## src/rtl/matrix_pkg.sv

```systemverilog
// Shared constants, state type and index helper
// for the 4x4 result collector.
package matrix_pkg;
  localparam int DATA_W  = 32;
  localparam int N       = 4;
  localparam int NUM_SRC = 4;
  localparam int NE      = N * N;
  localparam int IDX_W   = $clog2(NE);
  localparam int SRC_W   = $clog2(NUM_SRC);
  localparam int CNT_W   = $clog2(NE + 1);

  typedef enum logic [1:0] {
    IDLE,
    COLLECT,
    DRAIN,
    DONE
  } coll_state_t;

  typedef logic [DATA_W-1:0] data_t;
  typedef logic [IDX_W-1:0]  idx_t;

  function automatic idx_t idx(
    input logic [1:0] row,
    input logic [1:0] col
  );
    return idx_t'(row) * idx_t'(N) + idx_t'(col);
  endfunction
endpackage

```

## src/rtl/result_collector_4x4_if.sv

```systemverilog
// Element-in / matrix-out bundle of the collector.
// slave is the collector side, master the producer/consumer side.
interface result_collector_4x4_if;
  import matrix_pkg::*;

  logic                      start;
  logic [NUM_SRC-1:0]        res_valid;
  logic [NUM_SRC*DATA_W-1:0] res_data;
  logic [NUM_SRC*2-1:0]      res_row;
  logic [NUM_SRC*2-1:0]      res_col;
  logic [NUM_SRC-1:0]        res_ack;
  logic                      out_valid;
  logic [DATA_W-1:0]         out_data;
  logic [1:0]                out_row;
  logic [1:0]                out_col;
  logic                      out_ready;
  logic [CNT_W-1:0]          fill_count;
  logic                      err_dup;
  logic                      done;

  modport master (
    output start, res_valid, res_data,
    output res_row, res_col, out_ready,
    input  res_ack, out_valid, out_data,
    input  out_row, out_col,
    input  fill_count, err_dup, done
  );

  modport slave (
    input  start, res_valid, res_data,
    input  res_row, res_col, out_ready,
    output res_ack, out_valid, out_data,
    output out_row, out_col,
    output fill_count, err_dup, done
  );
endinterface

```

## src/rtl/rc_write_resolve.sv

```systemverilog
// Per-cycle write arbitration: maps accepted beats to buffer entries,
// lowest source wins a shared entry, filled entries are never rewritten.
module rc_write_resolve
  import matrix_pkg::*;
(
  input  logic [NUM_SRC-1:0]            valid,
  input  logic [NUM_SRC*2-1:0]          row,
  input  logic [NUM_SRC*2-1:0]          col,
  input  logic [NE-1:0]                 bitmap,
  output logic [NE-1:0]                 we,
  output logic [NE-1:0][SRC_W-1:0]      sel,
  output logic [2:0]                    new_cnt,
  output logic                          dup
);

  logic [NUM_SRC-1:0][IDX_W-1:0] six;
  logic [NUM_SRC-1:0]            win;

  always_comb begin
    for (int s = 0; s < NUM_SRC; s++) begin
      six[s] = idx(row[s*2 +: 2], col[s*2 +: 2]);
    end
  end

  // A source wins if its entry is empty and no lower source claims it
  always_comb begin
    win = '0;
    dup = 1'b0;
    for (int s = 0; s < NUM_SRC; s++) begin
      win[s] = valid[s] && !bitmap[six[s]];
      for (int t = 0; t < NUM_SRC; t++) begin
        if (t < s && valid[t] && six[t] == six[s]) begin
          win[s] = 1'b0;
        end
      end
      if (valid[s] && !win[s]) begin
        dup = 1'b1;
      end
    end
  end

  always_comb begin
    we      = '0;
    sel     = '0;
    new_cnt = '0;
    for (int s = 0; s < NUM_SRC; s++) begin
      if (win[s]) begin
        we[six[s]]  = 1'b1;
        sel[six[s]] = SRC_W'(s);
        new_cnt     = new_cnt + 3'd1;
      end
    end
  end

endmodule

```

## src/rtl/result_collector_4x4.sv

```systemverilog
// Collects 16 out-of-order result elements into a 4x4 buffer,
// then streams the matrix out row-major and flags done.
module result_collector_4x4
  import matrix_pkg::*;
(
  input logic                   clk,
  input logic                   rst,
  result_collector_4x4_if.slave bus
);

  coll_state_t      state_q, state_d;
  logic [NE-1:0]    bitmap_q, bitmap_d;
  logic [CNT_W-1:0] cnt_q, cnt_d;
  idx_t             ptr_q, ptr_d;
  logic             err_q, err_d;
  data_t            buf_q [NE];
  data_t            buf_d [NE];

  data_t                    src_data [NUM_SRC];
  logic                     collect_en;
  logic [NUM_SRC-1:0]       ack;
  logic [NE-1:0]            we;
  logic [NE-1:0][SRC_W-1:0] sel;
  logic [2:0]               new_cnt;
  logic                     dup;
  logic [CNT_W-1:0]         cnt_nxt;
  logic                     fill_done;
  logic                     drain_hs;
  logic                     last_hs;

  assign collect_en = state_q == COLLECT && !bus.start && !rst;
  assign ack        = bus.res_valid & {NUM_SRC{collect_en}};
  assign cnt_nxt    = cnt_q + CNT_W'(new_cnt);
  assign fill_done  = collect_en && cnt_nxt == CNT_W'(NE);
  assign drain_hs   = state_q == DRAIN && bus.out_ready;
  assign last_hs    = drain_hs && ptr_q == idx_t'(NE - 1)
                      && !bus.start;

  always_comb begin
    for (int s = 0; s < NUM_SRC; s++) begin
      src_data[s] = bus.res_data[s*DATA_W +: DATA_W];
    end
  end

  rc_write_resolve u_resolve (
    .valid   (ack),
    .row     (bus.res_row),
    .col     (bus.res_col),
    .bitmap  (bitmap_q),
    .we      (we),
    .sel     (sel),
    .new_cnt (new_cnt),
    .dup     (dup)
  );

  always_ff @(posedge clk) begin
    if (rst) begin
      state_q <= IDLE;
    end else begin
      state_q <= state_d;
    end
  end

  always_comb begin
    state_d = state_q;
    unique case (1'b1)
      bus.start: state_d = COLLECT;
      fill_done: state_d = DRAIN;
      last_hs:   state_d = DONE;
      default:   state_d = state_q;
    endcase
  end

  always_comb begin
    bitmap_d = bitmap_q;
    cnt_d    = cnt_q;
    ptr_d    = ptr_q;
    err_d    = err_q;
    buf_d    = buf_q;
    for (int e = 0; e < NE; e++) begin
      if (we[e]) begin
        buf_d[e] = src_data[sel[e]];
      end
    end
    if (bus.start) begin
      bitmap_d = '0;
      cnt_d    = '0;
      ptr_d    = '0;
      err_d    = 1'b0;
    end else begin
      if (collect_en) begin
        bitmap_d = bitmap_q | we;
        cnt_d    = cnt_nxt;
        err_d    = err_q | dup;
      end
      if (fill_done) begin
        ptr_d = '0;
      end
      if (drain_hs) begin
        ptr_d = ptr_q + idx_t'(1);
      end
    end
  end

  always_ff @(posedge clk) begin
    if (rst) begin
      bitmap_q <= '0;
      cnt_q    <= '0;
      ptr_q    <= '0;
      err_q    <= 1'b0;
    end else begin
      bitmap_q <= bitmap_d;
      cnt_q    <= cnt_d;
      ptr_q    <= ptr_d;
      err_q    <= err_d;
    end
  end

  // Storage only; validity is tracked by the bitmap
  always_ff @(posedge clk) begin
    buf_q <= buf_d;
  end

  always_comb begin
    bus.res_ack    = ack;
    bus.out_valid  = 1'b0;
    bus.out_data   = '0;
    bus.out_row    = '0;
    bus.out_col    = '0;
    bus.done       = 1'b0;
    bus.fill_count = cnt_q;
    bus.err_dup    = err_q;
    unique case (state_q)
      DRAIN: begin
        bus.out_valid = 1'b1;
        bus.out_data  = buf_q[ptr_q];
        bus.out_row   = ptr_q[3:2];
        bus.out_col   = ptr_q[1:0];
      end
      DONE:    bus.done = 1'b1;
      default: ;
    endcase
  end

endmodule
```

## src/flat_wrapper.sv

```systemverilog
// flat-port wrapper written by rule: the top's interface ports become plain ports
module result_collector_4x4_flat import matrix_pkg::*;
  (clk, rst, bus_start, bus_res_valid, bus_res_data, bus_res_row, bus_res_col, bus_out_ready, bus_res_ack, bus_out_valid, bus_out_data, bus_out_row, bus_out_col, bus_fill_count, bus_err_dup, bus_done);
  result_collector_4x4_if bus_i ();
  input logic clk;
  input logic rst;
  input wire logic [$bits(bus_i.start)-1:0] bus_start;
  input wire logic [$bits(bus_i.res_valid)-1:0] bus_res_valid;
  input wire logic [$bits(bus_i.res_data)-1:0] bus_res_data;
  input wire logic [$bits(bus_i.res_row)-1:0] bus_res_row;
  input wire logic [$bits(bus_i.res_col)-1:0] bus_res_col;
  input wire logic [$bits(bus_i.out_ready)-1:0] bus_out_ready;
  output wire logic [$bits(bus_i.res_ack)-1:0] bus_res_ack;
  output wire logic [$bits(bus_i.out_valid)-1:0] bus_out_valid;
  output wire logic [$bits(bus_i.out_data)-1:0] bus_out_data;
  output wire logic [$bits(bus_i.out_row)-1:0] bus_out_row;
  output wire logic [$bits(bus_i.out_col)-1:0] bus_out_col;
  output wire logic [$bits(bus_i.fill_count)-1:0] bus_fill_count;
  output wire logic [$bits(bus_i.err_dup)-1:0] bus_err_dup;
  output wire logic [$bits(bus_i.done)-1:0] bus_done;
  assign bus_i.start = bus_start;
  assign bus_i.res_valid = bus_res_valid;
  assign bus_i.res_data = bus_res_data;
  assign bus_i.res_row = bus_res_row;
  assign bus_i.res_col = bus_res_col;
  assign bus_i.out_ready = bus_out_ready;
  assign bus_res_ack = bus_i.res_ack;
  assign bus_out_valid = bus_i.out_valid;
  assign bus_out_data = bus_i.out_data;
  assign bus_out_row = bus_i.out_row;
  assign bus_out_col = bus_i.out_col;
  assign bus_fill_count = bus_i.fill_count;
  assign bus_err_dup = bus_i.err_dup;
  assign bus_done = bus_i.done;
  result_collector_4x4 u_core (.clk(clk), .rst(rst), .bus(bus_i));
endmodule
```

## config.mk

```make
export PLATFORM = sky130hd
export DESIGN_NAME = result_collector_4x4_flat
export DESIGN_NICKNAME = d
export VERILOG_FILES = /design/src/rtl/matrix_pkg.sv /design/src/rtl/result_collector_4x4_if.sv /design/src/rtl/rc_write_resolve.sv /design/src/rtl/result_collector_4x4.sv /design/src/flat_wrapper.sv
export SDC_FILE = /design/constraint.sdc
export NUM_CORES = 2
export LEC_CHECK = 0
export CAP_MARGIN = 20
export CORE_ASPECT_RATIO = 0.9
export CORE_UTILIZATION = 40
export DETAILED_ROUTE_END_ITERATION = 12
export GPL_ROUTABILITY_DRIVEN = 0
export MAX_ROUTING_LAYER = met4
export PLACE_DENSITY = 0.67
export SLEW_MARGIN = 20
export SYNTH_ARGS = -nofsm -noshare
export SYNTH_HDL_FRONTEND = slang
export SYNTH_SLANG_ARGS = --single-unit
```

## constraint.sdc

```tcl
create_clock -name clk -period 5.55 [get_ports clk]
set_clock_uncertainty 0.1 [all_clocks]
set_input_delay 0.555 -clock clk [delete_from_list [all_inputs] [get_ports clk]]
set_output_delay 0.555 -clock clk [all_outputs]
set_load 0.01 [all_outputs]
```

==> metrics.txt <==
Setup TNS=0 ns; DRC marker count from the first detailed-route iteration=slightly below 7000; total clock buffers created by CTS=61; master of the slowest instance on the critical path=sky130_fd_sc_hd__clkdlybuf4s50_1; TritonCTS clock tree=built; total clock sinks=540; hold buffer count at cts=0; worst hold slack=between 0.3 and 0.4 ns; row cnt=105; worst-case vdd ir drop=between 200 and 300 uV; RSZ-0062 raised after global routing=false; post-detailed-route via-to-cell ratio=roughly 7.6; maximum number of pins on one net before global-route repair=between 90 and 100; Worst Max-Slew Pin Slew=1.26 ns; worst setup slack after layout=0.853 ns; class of the tightest hold or removal check=register to register; kind of launch point of the worst setup path=input port; area of the core=91000 sq um; Tot GR Track Use=35.4%; share of post-route cells with drive strength above 1=16.7%; Vert. Die Dim=289 microns; commonest cells after routing, fill and taps aside=808 x sky130_fd_sc_hd__nand2_1, 512 x sky130_fd_sc_hd__edfxtp_1, 480 x sky130_fd_sc_hd__o32ai_1, 385 x sky130_fd_sc_hd__a31oi_1, 199 x sky130_fd_sc_hd__clkdlybuf4s50_1; setup-violating endpoint count in the final report=0; number of antenna violations at the first check in global routing=9; cell chain of the critical path=clkdlybuf4s50_1 > buf_4 > mux4_2 > a211oi_1 > a21oi_1 > or2_2 > ha_1 > inv_1 > xnor3_1 > ha_1 > inv_1 > fa_1 > nor2b_1 > o21ai_0 > xor2_1 > or3_1 > and3_1 > o21a_1; Overall Power=9470 uW; cell area after synthesis=36700 sq um; standby leakage power=0.0127 uW; first drt pass iteration count=7; clock slew at the register clock pins of the worst setup and hold paths=around 0.06 ns; number of synthesized flops with an enable pin=512; net count after synthesis=3763; final hold viol count=0; Post-Place Worst Slack=0.197 ns; final global-route overflow total=0; number of instances in the synthesized netlist=3603; warning count from the yosys run=0; largest fanout on the critical path=10; number of port buffers=199; die span in x=321 microns; area share of the largest cell type after synthesis=41.9%; setup repair bufs after CTS=0; Avg Inst Size Synth=about 10 sq um; critical path data arrival time=between 5 and 6 ns; Clk Tree Root Cell=sky130_fd_sc_hd__clkbuf_16; Initial Utilization=40.3%; synth unique cells=60; predominant post-synthesis flop cell=sky130_fd_sc_hd__edfxtp_1; number of DRC violations after detailed routing=0; maximum operating frequency=213 MHz; status=finished, final reports clean; synth top area cells=sky130_fd_sc_hd__edfxtp_1 42%, sky130_fd_sc_hd__o32ai_1 11%, sky130_fd_sc_hd__mux4_2 11%, sky130_fd_sc_hd__nand2_1 8.3%, sky130_fd_sc_hd__a31oi_1 6.6%; Power per Cell Area=229 nW/um^2; met1 usage in global routing=between 40% and 50%; final slew viol count=0; met3 track utilization from global routing=12.0%; busiest layer in global routing=met2; worst reg2reg setup slack=1.01 ns; DP HPWL=87.3 mm; wire length of the first global-routing pass=236 mm; clock latency on the worst-skew pair=0.65 ns; start-to-end type of the worst setup path=input port to register; total wire length=165 mm; routed length per instance=35.0 microns; worst-case headroom to the max-slew limit=15.8%; final critical-path required period=4.70 ns; number of ports placed on the die boundary=200; Antenna Violating Nets Remaining=0; number of maximum-capacitance violations=0; Area Growth Syn to Fin=12.8%; required time of the critical path=5.99 ns; GR met2 Demand/Resource=51.1%; post-synthesis cell type with the largest combined area=sky130_fd_sc_hd__edfxtp_1; Clock Path Buffers=3; via count of the first global-routing pass=~34000; Die Area=between 90000 and 100000 sq um; share of async-settable or async-resettable flops after synthesis=0%; H-Tree Depth=2; critical path's largest stage delay=about 0.56 ns; sequential-to-total area share from yosys stat=43.4%; CP endpoint kind=register; period utilization=between 80% and 90%; Post-CTS Resized=0; vias=35591; Final nets=3575; most common cell after layout, fill and taps aside=sky130_fd_sc_hd__nand2_1; post-synthesis sequential element count=540
==> registers in the layout (all words and copies together) (netlist names) <==
name / count
u_core.buf_q: 512
u_core.bitmap_q: 16
u_core.bus.fill_count: 5
u_core.ptr_q: 4
u_core.state_q: 2
u_core.bus.err_dup: 1
==> synth_stat cells, types with 28 or more instances <==
| library cell | count |
|---|---|
| sky130_fd_sc_hd__mux2_2 | 68 |
| sky130_fd_sc_hd__edfxtp_1 | 512 |
| sky130_fd_sc_hd__nand3_1 | 38 |
| sky130_fd_sc_hd__a31oi_1 | 386 |
| sky130_fd_sc_hd__dfxtp_1 | 28 |
| sky130_fd_sc_hd__mux2_4 | 28 |
| sky130_fd_sc_hd__nor2_1 | 28 |
| sky130_fd_sc_hd__mux2i_1 | 106 |
| sky130_fd_sc_hd__buf_1 | 80 |
| sky130_fd_sc_hd__and2_1 | 42 |
| sky130_fd_sc_hd__a21oi_1 | 108 |
| sky130_fd_sc_hd__o32ai_1 | 480 |
| sky130_fd_sc_hd__mux4_2 | 174 |
| sky130_fd_sc_hd__clkbuf_1 | 483 |
| sky130_fd_sc_hd__nand2_1 | 809 |
==> critical path: cells and delay by family <==
kind            cells  cell delay (ns)
mux                 1             0.51
simple gates        4             1.12
xor+xnor            2             0.54
buf+inv             4             0.90
compound gates      4             0.63
fa+ha+maj           3             0.89
==> logic make-up after synthesis <==
group                    Yosys count  share of synthesized area, %
buffers and inverters            597                          6.25
multiplexers                     376                          16.8
AND/OR/NAND/NOR                 1015                          11.7
XOR/XNOR                          31                         0.777
adder cells (fa/ha/maj)            8                         0.293
flip-flops                       540                          43.4
AO/OA/AOI/OAI                   1036                          20.8
==> path summary, 6_finish.rpt <==
kind / from / to / cells after the start
worst max-delay path: bus_res_col[0] / u_core.ptr_q[0] / 18
worst max register to register: u_core.bitmap_q[11] / u_core.ptr_q[0] / 17
worst min register to register: u_core.bus.fill_count[0] / u_core.bus.fill_count[0] / 2
worst min-delay path: u_core.bus.fill_count[0] / u_core.bus.fill_count[0] / 2
==> metal layers <==
| metal | part of all wire [%] | up-vias | wire (microns) |
|---|---|---|---|
| li1 | - | 13811 | - |
| met1 | 33 | 16818 | 54500 |
| met2 | 43 | 3932 | 70100 |
| met3 | 17 | 1030 | 27500 |
| met4 | 7.6 | 0 | 12600 |
| met5 | 0 | - | 0 |
==> power breakdown <==
part	switching (uW)	internal (uW)	total, uW
clock	1810	2220	4030
sequential	11.2	4490	4500
combinational	606	336	942
total	2430	7040	9470
==> area by class of cell <==
| class | instances | area [sq um] |
|---|---|---|
| timing repair buffer | 335 | 3200 |
| sequential | 540 | 15900 |
| clock inverter | 33 | 304 |
| clock buffer | 78 | 1600 |
| tap | 1230 | 1540 |
| fill | 8237 | 49700 |
| multi-input combinational | 2466 | 18700 |
| inverter | 11 | 41.3 |
| antenna | 11 | 27.5 |
==> stage by stage <==
step	utilization [%]	area, sq um	std cells
after floorplan	-	36700	3603
after global placement	43.3	39400	4581
after detailed placement	43.3	39400	4581
after CTS	45.4	41300	4692
after global routing	45.5	41400	4702
final	45.5	41400	4704
Note: power is estimated with default switching activity, not from simulation.
